$ cat src/rtl/run_event_logger.sv
// Run-length event logger: measures runs of the upstream "two or more ones" level and queues them in a small FIFO.
// Optional RUN_LOG_TIMESTAMP_EN adds a 16-bit free-running cycle counter and a per-event evt_ts output.
module run_event_logger #(
    parameter int DEPTH = 4,
    parameter int LEN_W = 8
) (
    input  logic             clk,
    input  logic             reset,
    input  logic             out1_i,
    input  logic             out2_i,
    output logic             evt_valid,
    input  logic             evt_ready,
    output logic [LEN_W-1:0] evt_len,
    output logic             evt_sat,
    output logic             overflow,
    output logic             input_err
`ifdef RUN_LOG_TIMESTAMP_EN
    ,
    output logic [15:0]      evt_ts
`endif
);

    // state | meaning
    // IDLE  | no run in progress
    // RUN   | counting consecutive cycles of effective out2
    typedef enum logic {IDLE, RUN} state_t;

    localparam int PTR_W = $clog2(DEPTH);
    localparam logic [LEN_W-1:0] LEN_MAX = '1;

    state_t             state_q, state_d;
    logic [LEN_W-1:0]   cnt_q, cnt_d;
    logic [PTR_W:0]     wr_ptr_q, wr_ptr_d, rd_ptr_q, rd_ptr_d;
    logic [LEN_W-1:0]   mem_len_q [DEPTH];
    logic [LEN_W-1:0]   mem_len_d [DEPTH];
    logic               mem_sat_q [DEPTH];
    logic               mem_sat_d [DEPTH];
    logic               overflow_q, overflow_d;
    logic               input_err_q, input_err_d;
    logic               out2_eff, push, pop, push_ok, empty, full;
    logic [PTR_W-1:0]   rd_idx, wr_idx;

`ifdef RUN_LOG_TIMESTAMP_EN
    logic [15:0]        ts_q, ts_d, run_ts_q, run_ts_d;
    logic [15:0]        mem_ts_q [DEPTH];
    logic [15:0]        mem_ts_d [DEPTH];
`endif

    // Both inputs high is illegal upstream; treat it as a run terminator.
    assign out2_eff = out2_i & ~out1_i;

    always_comb begin
        state_d = state_q;
        cnt_d   = cnt_q;
        push    = 1'b0;
        case (state_q)
            IDLE: begin
                if (out2_eff) begin
                    state_d = RUN;
                    cnt_d   = LEN_W'(1);
                end
            end
            RUN: begin
                if (out2_eff) begin
                    if (cnt_q != LEN_MAX) cnt_d = cnt_q + LEN_W'(1);
                end else begin
                    push    = 1'b1;
                    state_d = IDLE;
                    cnt_d   = '0;
                end
            end
            default: state_d = IDLE;
        endcase
    end

    assign rd_idx  = rd_ptr_q[PTR_W-1:0];
    assign wr_idx  = wr_ptr_q[PTR_W-1:0];
    assign empty   = (wr_ptr_q == rd_ptr_q);
    assign full    = (wr_ptr_q[PTR_W] != rd_ptr_q[PTR_W]) && (wr_idx == rd_idx);
    assign pop     = !empty && evt_ready;
    // A simultaneous pop frees the slot, so a push into a full FIFO still lands.
    assign push_ok = push && (!full || pop);

    always_comb begin
        wr_ptr_d    = wr_ptr_q + (PTR_W+1)'(push_ok);
        rd_ptr_d    = rd_ptr_q + (PTR_W+1)'(pop);
        mem_len_d   = mem_len_q;
        mem_sat_d   = mem_sat_q;
        overflow_d  = overflow_q | (push && full && !pop);
        input_err_d = input_err_q | (out1_i & out2_i);
        if (push_ok) begin
            mem_len_d[wr_idx] = cnt_q;
            mem_sat_d[wr_idx] = (cnt_q == LEN_MAX);
        end
    end

`ifdef RUN_LOG_TIMESTAMP_EN
    always_comb begin
        ts_d     = ts_q + 16'd1;
        run_ts_d = run_ts_q;
        mem_ts_d = mem_ts_q;
        if (state_q == IDLE && out2_eff) run_ts_d = ts_q;
        if (push_ok) mem_ts_d[wr_idx] = run_ts_q;
    end

    always_ff @(posedge clk) begin
        if (reset) begin
            ts_q     <= '0;
            run_ts_q <= '0;
            mem_ts_q <= '{default: '0};
        end else begin
            ts_q     <= ts_d;
            run_ts_q <= run_ts_d;
            mem_ts_q <= mem_ts_d;
        end
    end

    assign evt_ts = empty ? 16'd0 : mem_ts_q[rd_idx];
`endif

    always_ff @(posedge clk) begin
        if (reset) begin
            state_q     <= IDLE;
            cnt_q       <= '0;
            wr_ptr_q    <= '0;
            rd_ptr_q    <= '0;
            mem_len_q   <= '{default: '0};
            mem_sat_q   <= '{default: 1'b0};
            overflow_q  <= 1'b0;
            input_err_q <= 1'b0;
        end else begin
            state_q     <= state_d;
            cnt_q       <= cnt_d;
            wr_ptr_q    <= wr_ptr_d;
            rd_ptr_q    <= rd_ptr_d;
            mem_len_q   <= mem_len_d;
            mem_sat_q   <= mem_sat_d;
            overflow_q  <= overflow_d;
            input_err_q <= input_err_d;
        end
    end

    assign evt_valid = !empty;
    assign evt_len   = empty ? '0 : mem_len_q[rd_idx];
    assign evt_sat   = empty ? 1'b0 : mem_sat_q[rd_idx];
    assign overflow  = overflow_q;
    assign input_err = input_err_q;

endmodule

$ cat config.mk
export PLATFORM = sky130hd
export DESIGN_NAME = run_event_logger
export DESIGN_NICKNAME = d
export VERILOG_FILES = /design/src/rtl/run_event_logger.sv
export SDC_FILE = /design/constraint.sdc
export NUM_CORES = 1
export LEC_CHECK = 0
export CAP_MARGIN = 20
export CORE_MARGIN = 1.5
export CORE_UTILIZATION = 35
export DETAILED_ROUTE_END_ITERATION = 8
export GPL_TIMING_DRIVEN = 0
export SYNTH_ARGS = -nofsm -noshare
export SYNTH_HDL_FRONTEND = slang
export SYNTH_SLANG_ARGS = --single-unit
$ cat constraint.sdc
create_clock -name clk -period 1.79 [get_ports clk]
set_input_delay 0.4475 -clock clk [delete_from_list [all_inputs] [get_ports clk]]
set_output_delay 0.4475 -clock clk [all_outputs]
set_load 0.005 [all_outputs]
Yosys cells after proc, flatten, opt, wreduce, memory -nomap -nowiden --
Cells that the tools add are included. Widths: inputs -> output; s select.
Cells by class: reductions and logical operators 11, $lt $le $gt $ge 3, bitwise operators 8, equality and inequality tests 7, multiplexer cells 21, add/subtract/negate cells 3
Operators with widths (number):
- $mux 8 | 7
- $bwmux 32 | 1
- $bmux 8 s2 | 1
- $demux 8 s2 | 1
- $pmux 8 s2 | 1
- $add 8x1->8 const B | 1
- $eq 8x8->1 const B | 1
- $ne 8x8->1 const B | 1
- $mux 1 | 7
- $add 3x1->3 | 2
- $ge 3x3->1 const B | 2
- $logic_and 1x1->1 | 6
- $not 2->3 | 2
- $bwmux 4 | 1
- $eq 3x3->1 | 1
- $logic_not 1->1 | 3
- $lt 3x1->1 const B | 1
- $ne 3x2->1 const B | 1
- $and 1x1->1 | 2
- $bmux 1 s2 | 1
- $demux 1 s2 | 1
- $eq 2x2->1 | 1
- $ne 2x2->1 const B | 1
- $not 1->1 | 2
- 4 further kinds | 5
Word-level totals: bits of input ports 5, output and inout bits 12, bits in registers 53, word-level logic and storage cells 67

Depth between registers and ports, before layout --
Gate-level depths: netlist of the first run.
word-level depth 7, depth in mapped cells 9, gate-level depth less buffers 7

Worst setup path before layout of the first run --
Ideal clock, no wire load.
path kind reg-to-reg, start point register rd_ptr_q[1], end point register wr_ptr_q[1], stages on the path, launching flop included 8, clock period less this slack 1899 ps, setup slack -109 ps, library setup time 124 ps, arrival time 1775 ps, cells stage by stage dfxtp_1 -> buf_6 -> xor2_1 -> nor4_2 -> nor2_1 -> ha_1 -> ha_1 -> nor2b_1
On the way: word-level cells in the longest chain between the ends 6, elaborated cells on any way between the ends 9, classes of those cells 1 x add/sub; 2 x eq/ne; 6 x reduce/logical
Ends and longest elaborated chain:
- start, declared | line 33 | logic [PTR_W:0] wr_ptr_q, wr_ptr_d, rd_ptr_q, rd_ptr_d;
- start signal, assigned | line 135 | rd_ptr_q <= rd_ptr_d;
- $eq 3x3->1 or $eq 2x2->1 (tied branches) | line 78, 79
- $logic_not 1->1 or $logic_and 1x1->1 (tied branches) | line 80, 79
- $logic_and 1x1->1 or $logic_not 1->1 (tied branches) | line 80, 82
- $logic_or 1x1->1 (*) | line 82 | assign push_ok = push && (!full || pop);
- $logic_and 1x1->1 (*) | line 82
- $add 3x1->3 (*) | line 85 | wr_ptr_d = wr_ptr_q + (PTR_W+1)'(push_ok);
- net wr_ptr_d[1] | line 33
- end signal, assigned | line 134 | wr_ptr_q <= wr_ptr_d;
- end, declared | line 33
Mark *: on every way through the listed nets, which the timed path passes. The rest lies on a longest branch. A chain may end at the register's enable or synchronous reset.

Worst setup path in the final report of the first run --
start point register rd_ptr_q[1], end point output port evt_len[2]
On the way: word-level cells in the longest chain between the ends 5, elaborated cells on any way between the ends 6, classes of those cells 1 x eq/ne; 4 x mux; 1 x bitwise
Ends and longest elaborated chain:
- $not 2->3 (implied by the code) | line 144 | assign evt_len = empty ? '0 : mem_len_q[rd_idx];
- $bmux 8 s2 | line 144
- $mux 8 (implied by the code) (2 in a row) | line 144
- $mux 8 (*) | line 144
- end, declared | line 13 | output logic [LEN_W-1:0] evt_len,
Mark *: on every way between the ends. The rest lies on a longest branch, timed or not. The select of a mux whose other input is x is not followed.

==> impl_metrics.toml, run 1 <==
[run_status]
status = "finished with violations"
violations = "setup timing"

[cells_and_area]
drive_above_1_share_pct = 29.0
syn_to_final_growth_pct = 30.9
final_cells = 399
fin_util_pct = 47.1
nets = 309
diodes = 0

[run]
max_cap_violations = 0

[timing]
finalSetupViolations = 44
worst_pin_slew_ps = 676
period_needed_ps = 2130
post-route-period-util_pct = 119
fin_ws_ps = -336
slew_headroom_pct = 54.3
rsz0062_at_grt = "yes"
timing.fmax_mhz = 470
slew_viol_final = 0
hold_viol_final = 0
skew_ps = 12.3
hold_ws_ps = 478

[worst_setup_path]
cp_slowest_stage_delay_ps = 370
crit_arrival_ps = 1680
endpoint_kind = "primary output"
worstSetupPathType = "flop to primary output"
slowest_stage = "dfxtp_4"
crit_fanout = 4
startpoint_type = "flop"
path_buf_inv = 4
path_cells = "buf_8 -> xor2_4 -> nor3b_4 -> clkbuf_8 -> buf_6 -> nor2b_1 -> buf_2"
cp_top_family = "buffers and inverters"
cp.required_ps = 1340
rrSetupSlack_ps = -220

[floorplan]
die_w_um = 89.1
core.rowCount = 31
die_h_um = 89.1
die-area_mm2 = 0.00794
start_util_pct = 36.0
core_area_mm2 = 0.00721
ioPinCount = 17

[detailed_routing]
vias = 1975
drc = 0
drt-total-wl_mm = 6.01
dr.pass1.iters = 4
ant_nets = 0
wire_per_inst_um = 15.1
vias_per_cell = 4.95
first_iter_violations = 71

[cts]
cts_sinks = 53
cts_inserted_buffers = 5
clock_latency_ps = 310
h-tree-depth = 2
clkSlewWorstSetupHoldPaths_ps = 100
clock_tree.root_cell = "clkbuf_8"
cts_tree = "done"
clk_path_buf_depth = 2

[yosys]
syn-cell-area_mm2 = 0.00259
synth_edf_count = 0
ys_seq_area_share_pct = 40.9
yosysUniqueCellTypes = 38
syn_area_per_cell_um2 = 10.4
synth_warnings = 0
syn-num-nets = 259
netlist_instances = 249
postSynth.asyncResetShare_pct = 0
ys_ff_latch = 53
ys.flop_type = "dfxtp_1"

[place]
gp_congestion = 0.882
portBuffers = 16
dp_hpwl_mm = 3.76
place_inst = 364

[global_route]
global_route.overflow_total = 0
grt_first_pass_wirelength_mm = 9.76
antenna_found_initial = 0
grt_pass1_vias = 1895
grt_usage_pct = 16.3
grt_start_max_net_pins = 17

[worst_hold_path]
hp-class = "flop to flop"

[power]
p_per_area_mw_per_mm2 = 691
peakVddDrop_uv = 390
total_power_uw = 2350
p_leak_uw = 0.00136
==> where the power goes <==
group	total [µW]	internal [µW]	switching, µW
sequential	1200	1190	11.7
combinational	290	164	126
clock	857	455	402
total	2350	1810	540
==> cell families (layout without fill, tap and decap cells) <==
group | Yosys count | count (layout) | share of synthesized area, %
adders and majority gates | 5 | 5 | 2.41
and+or+nand+nor | 104 | 104 | 24.5
AOI/OAI and AO/OA | 21 | 21 | 5.16
xor gates and xnor gates | 5 | 5 | 1.69
buffers and inverters | 16 | 67 | 3.67
muxes | 45 | 45 | 21.7
DFF | 53 | 53 | 40.9
==> final timing paths <==
kind | startpoint | endpoint | cells past startpoint
setup / recovery | rd_ptr_q[1] | evt_len[2] | 7
hold / removal | mem_len_q[20] | mem_len_q[20] | 2
setup reg to reg | rd_ptr_q[1] | rd_ptr_q[2] | 11
hold reg to reg | mem_len_q[20] | mem_len_q[20] | 2
==> sequential cells by signal (all words and copies together) (netlist names) <==
signal / cells
cnt_q: 8
input_err: 1
overflow: 1
state_q: 1
mem_sat_q: 4
rd_ptr_q: 3
mem_len_q: 32
wr_ptr_q: 3
==> cells in the final DEF, fill, tap and decap left out, types with 2 or more instances in the layout <==
cell,count
or3_1,4
or3_4,2
o21ai_0,3
buf_6,14
dfxtp_1,47
dfxtp_2,5
or4_1,2
mux2i_1,36
clkbuf_8,8
buf_4,17
nand2b_1,33
ha_1,2
nor2_1,10
xnor2_2,2
nor2b_1,13
ha_2,2
xor2_4,2
buf_2,9
nand3_1,5
nor2b_4,2
buf_8,2
or2b_1,12
nand2_1,6
clkdlybuf4s50_1,5
a31oi_1,4
o211ai_1,4
mux4_2,9
inv_1,2
nor4b_1,2
a21oi_1,5
clkbuf_1,5
==> worst min-delay path: stages (launching register included) <==
cell and delay [ps]:
dfxtp_1 330, nand2b_1 60, mux2i_1 50
==> metal layers <==
layer / vias to the layer above / GRT usage [%] / routed length, µm
met3: 9 / 3.05 / 153
met4: 0 / 4.34 / 98
met5: - / 0 / 0
met2: 34 / 26.9 / 2840
li1: 980 / - / -
met1: 952 / 22.1 / 2920
==> cells in the mapped netlist (2+ instances only) <==
cell | n | share of area, %
nor4b_1 | 2 | 0.68
ha_1 | 5 | 2.4
nand2_1 | 7 | 1.0
nor2b_1 | 15 | 3.6
or4_1 | 2 | 0.58
or2b_1 | 12 | 3.5
buf_4 | 3 | 0.87
buf_6 | 3 | 1.3
mux4_2 | 9 | 7.8
xor2_1 | 2 | 0.68
mux2i_1 | 36 | 14
o21ai_0 | 3 | 0.58
nor2_1 | 12 | 1.7
xnor2_1 | 3 | 1.0
clkbuf_1 | 6 | 0.87
nand2b_1 | 34 | 8.2
nand3_1 | 5 | 0.96
a21oi_1 | 5 | 0.96
a31oi_1 | 4 | 0.96
o211ai_1 | 4 | 1.2
dfxtp_1 | 53 | 41
inv_1 | 3 | 0.43
or3_1 | 6 | 1.4
==> layout make-up <==
| type | instances | area (µm²) |
|---|---|---|
| Multi-Input combinational cell | 180 | 1580 |
| Buffer | 13 | 115 |
| Clock inverter | 2 | 37.5 |
| Sequential cell | 53 | 1070 |
| Fill cell | 688 | 3820 |
| Timing Repair Buffer | 43 | 374 |
| Tap cell | 99 | 124 |
| Inverter | 3 | 11.3 |
| Clock buffer | 6 | 82.6 |
==> metrics by stage <==
step           setup WS, ps  cell area, µm²  TNS [ps]
3_5_place_dp           -649            2880    -25950
2_1_floorplan          -109            2600      -217
3_3_place_gp           -617            2880    -25090
6_report               -336            3390     -7120
4_1_cts                -358            3350     -6770
5_1_grt                -406            3390    -10140
==> timing repair <==
item | 4_1_cts | 5_1_grt
pin swaps | 6 | 7
endpoints found under the setup margin | 53 | 59
setup buffers | 22 | 6
hold buffers | 0 | 0
cloned | 3 | 0
resized for setup | 82 | 13
No activity file was read; power rests on OpenSTA's default activity.
==> inputs of run 2 (changes only) <==
--- a/config.mk
+++ b/config.mk
@@ -5,6 +5,7 @@
 export SDC_FILE = /design/constraint.sdc
 export NUM_CORES = 1
 export LEC_CHECK = 0
+export ABC_CLOCK_PERIOD_IN_PS = 1790
 export CAP_MARGIN = 20
 export CORE_MARGIN = 1.5
 export CORE_UTILIZATION = 35
==> results of run 2 <==
Same layout as run 1: the final DEF is identical, and so are final timing and power.
==> inputs of run 3 (changes only) <==
--- a/config.mk
+++ b/config.mk
@@ -8,9 +8,11 @@
 export ABC_CLOCK_PERIOD_IN_PS = 1790
 export CAP_MARGIN = 20
 export CORE_MARGIN = 1.5
-export CORE_UTILIZATION = 35
+export CORE_UTILIZATION = 53
 export DETAILED_ROUTE_END_ITERATION = 8
 export GPL_TIMING_DRIVEN = 0
+export PLACE_DENSITY = 0.76
 export SYNTH_ARGS = -nofsm -noshare
 export SYNTH_HDL_FRONTEND = slang
 export SYNTH_SLANG_ARGS = --single-unit
+export TNS_END_PERCENT = 10
==> run 3 against run 2 <==
Net effect: the flow still finishes with violations (setup timing); cell area is 4.6% lower; critical path type unchanged; sequential cell count stayed put; utilization is 21 points higher; worst setup slack better by 37 ps; largest power group unchanged; combinational power is 11% lower; hold slack better by 0.67 ps.
==> impl_metrics.toml, run 3 (synthesized netlist as in run 1, its figures left out) <==
[run_status]
status = "finished with violations"
violations = "setup timing"

[global_route]
grt_start_max_net_pins = 15
grt_first_pass_wirelength_mm = 9.63
antenna_found_initial = 0
grt_pass1_vias = 2014
global_route.overflow_total = 0
grt_usage_pct = 24.0

[power]
p_sw_share_pct = 23.7
p_sw_uw = 507
p_int_uw = 1630
combPwrFrac_pct = 12.0
clkPwrFrac_pct = 32.1
peakVddDrop_uv = 392
p_leak_uw = 0.00128
p_per_area_mw_per_mm2 = 661
total_power_uw = 2140
seq_power_share_pct = 55.9

[worst_setup_path]
worstSetupPathType = "flop to primary output"
path_buf_inv = 3
path_cells = "buf_8 -> buf_12 -> mux4_2 -> nor2b_1 -> buf_2"
crit_arrival_ps = 1640
startpoint_type = "flop"
crit_fanout = 5
slowest_stage = "mux4_2"
endpoint_kind = "primary output"
cp_slowest_stage_delay_ps = 480
cp_top_family = "multiplexers"
cp.required_ps = 1340

[floorplan]
die_w_um = 73.0
start_util_pct = 54.9
core.rowCount = 25
die-area_mm2 = 0.00532
core_area_mm2 = 0.00472
ioPinCount = 17
die_h_um = 73.0

[timing]
period_needed_ps = 2090
worst_pin_slew_ps = 768
slew_viol_final = 0
tns_ps = -5300
skew_ps = 3.63
finalSetupViolations = 45
hold_viol_final = 0
timing.fmax_mhz = 479
fin_ws_ps = -300
slew_headroom_pct = 48.1
post-route-period-util_pct = 117
rsz0062_at_grt = "yes"

[cts]
clk_path_buf_depth = 2
hold_buffers = 0
cts_sinks = 53
clock_tree.root_cell = "clkbuf_8"
cts_inserted_buffers = 5
cts_tree = "done"
clock_latency_ps = 310
h-tree-depth = 2
clkSlewWorstSetupHoldPaths_ps = 90

[run]
max_cap_violations = 0

[cells_and_area]
final_common_cell = "dfxtp_1"
layout_common_cells = "dfxtp_1 (49), mux2i_1 (36), nand2b_1 (33), nor2b_1 (12), or2b_1 (12)"
seqCellArea_mm2 = 0.00107
largest_register_ffs = 32
drive_above_1_share_pct = 24.5
top_regs = "mem_len_q: 32 flops, cnt_q: 8 flops, mem_sat_q: 4 flops"
diodes = 0
syn_to_final_growth_pct = 24.8
multi_input_area_mm2 = 0.00158
n_fill_cell = 338
regMostFlops = "mem_len_q"
nets = 296

[detailed_routing]
drt-total-wl_mm = 5.75
ant_nets = 0
dr.pass1.iters = 4
first_iter_violations = 90
vias = 1940
wire_per_inst_um = 16.3
drc = 0
vias_per_cell = 5.50

[place]
portBuffers = 16
dp_hpwl_mm = 3.63
gp_congestion = 0.873

[worst_hold_path]
hp-class = "flop to flop"
==> run 3: path summary, 6_finish.rpt <==
check	from	endpoint	slack, ps	depth (start not counted)
worst max-delay path	rd_ptr_q[1]	evt_len[4]	-300	5
worst min-delay path	mem_len_q[24]	mem_len_q[24]	480	2
worst max register to register	rd_ptr_q[0]	wr_ptr_q[1]	-170	8
worst min register to register	mem_len_q[24]	mem_len_q[24]	480	2
==> run 3: cell type report <==
class                      count  area share [%]
buffer                        13            3.71
clock buffer                   7            2.67
inverter                       3           0.348
multi-input combinational    180            48.7
sequential                    53            33.1
tap                           67            2.59
timing repair buffer          30            8.85
==> run 3: power by group through the flow <==
| stage | registers [µW] | logic (µW) | clock network (µW) |
|---|---|---|---|
| finish | 1200 | 257 | 686 |
| floorplan | 1220 | 96.5 | 0 |
| CTS | 1200 | 245 | 695 |
| global placement | 1220 | 149 | 0 |
| global route | 1200 | 273 | 740 |
| detailed placement | 1220 | 152 | 0 |
==> run 3: per-layer routing <==
layer	share of wire, %	GRT usage [%]	vias up	routed length [µm]
li1	-	-	949	-
met1	45	29.7	934	2580
met2	49	40.9	46	2790
met3	4.2	4.83	11	241
met4	2.4	9.64	0	136
met5	0	0	-	0
==> run 3: through the flow <==
| step | cells | setup slack (ps) | instance area (µm²) | hold slack [ps] | utilization (%) |
|---|---|---|---|---|---|
| finish | 353 | -300 | 3240 | 479 | 68.5 |
| floorplan | 249 | -109 | 2590 | 446 | - |
| CTS | 351 | -320 | 3150 | 480 | 66.8 |
| global placement | 332 | -610 | 2840 | 458 | 60.1 |
| detailed placement | 332 | -667 | 2840 | 466 | 60.1 |
| global route | 353 | -366 | 3240 | 494 | 68.5 |
==> run 3: repair_timing <==
action | CTS | global route
gates resized for setup | 63 | 20
endpoints found under the setup margin | 52 | 59
buffers inserted | 11 | 3
pin swaps | 3 | 4
gates cloned | 1 | 0
==> run 3: worst register-to-register path, cell delays in order, from the launching register on <==
cell,delay [ps]
dfxtp_2,330
buf_6,130
xor2_4,160
buf_6,120
nor4_4,450
nor2_1,110
ha_2,200
ha_4,210
nor2b_4,120
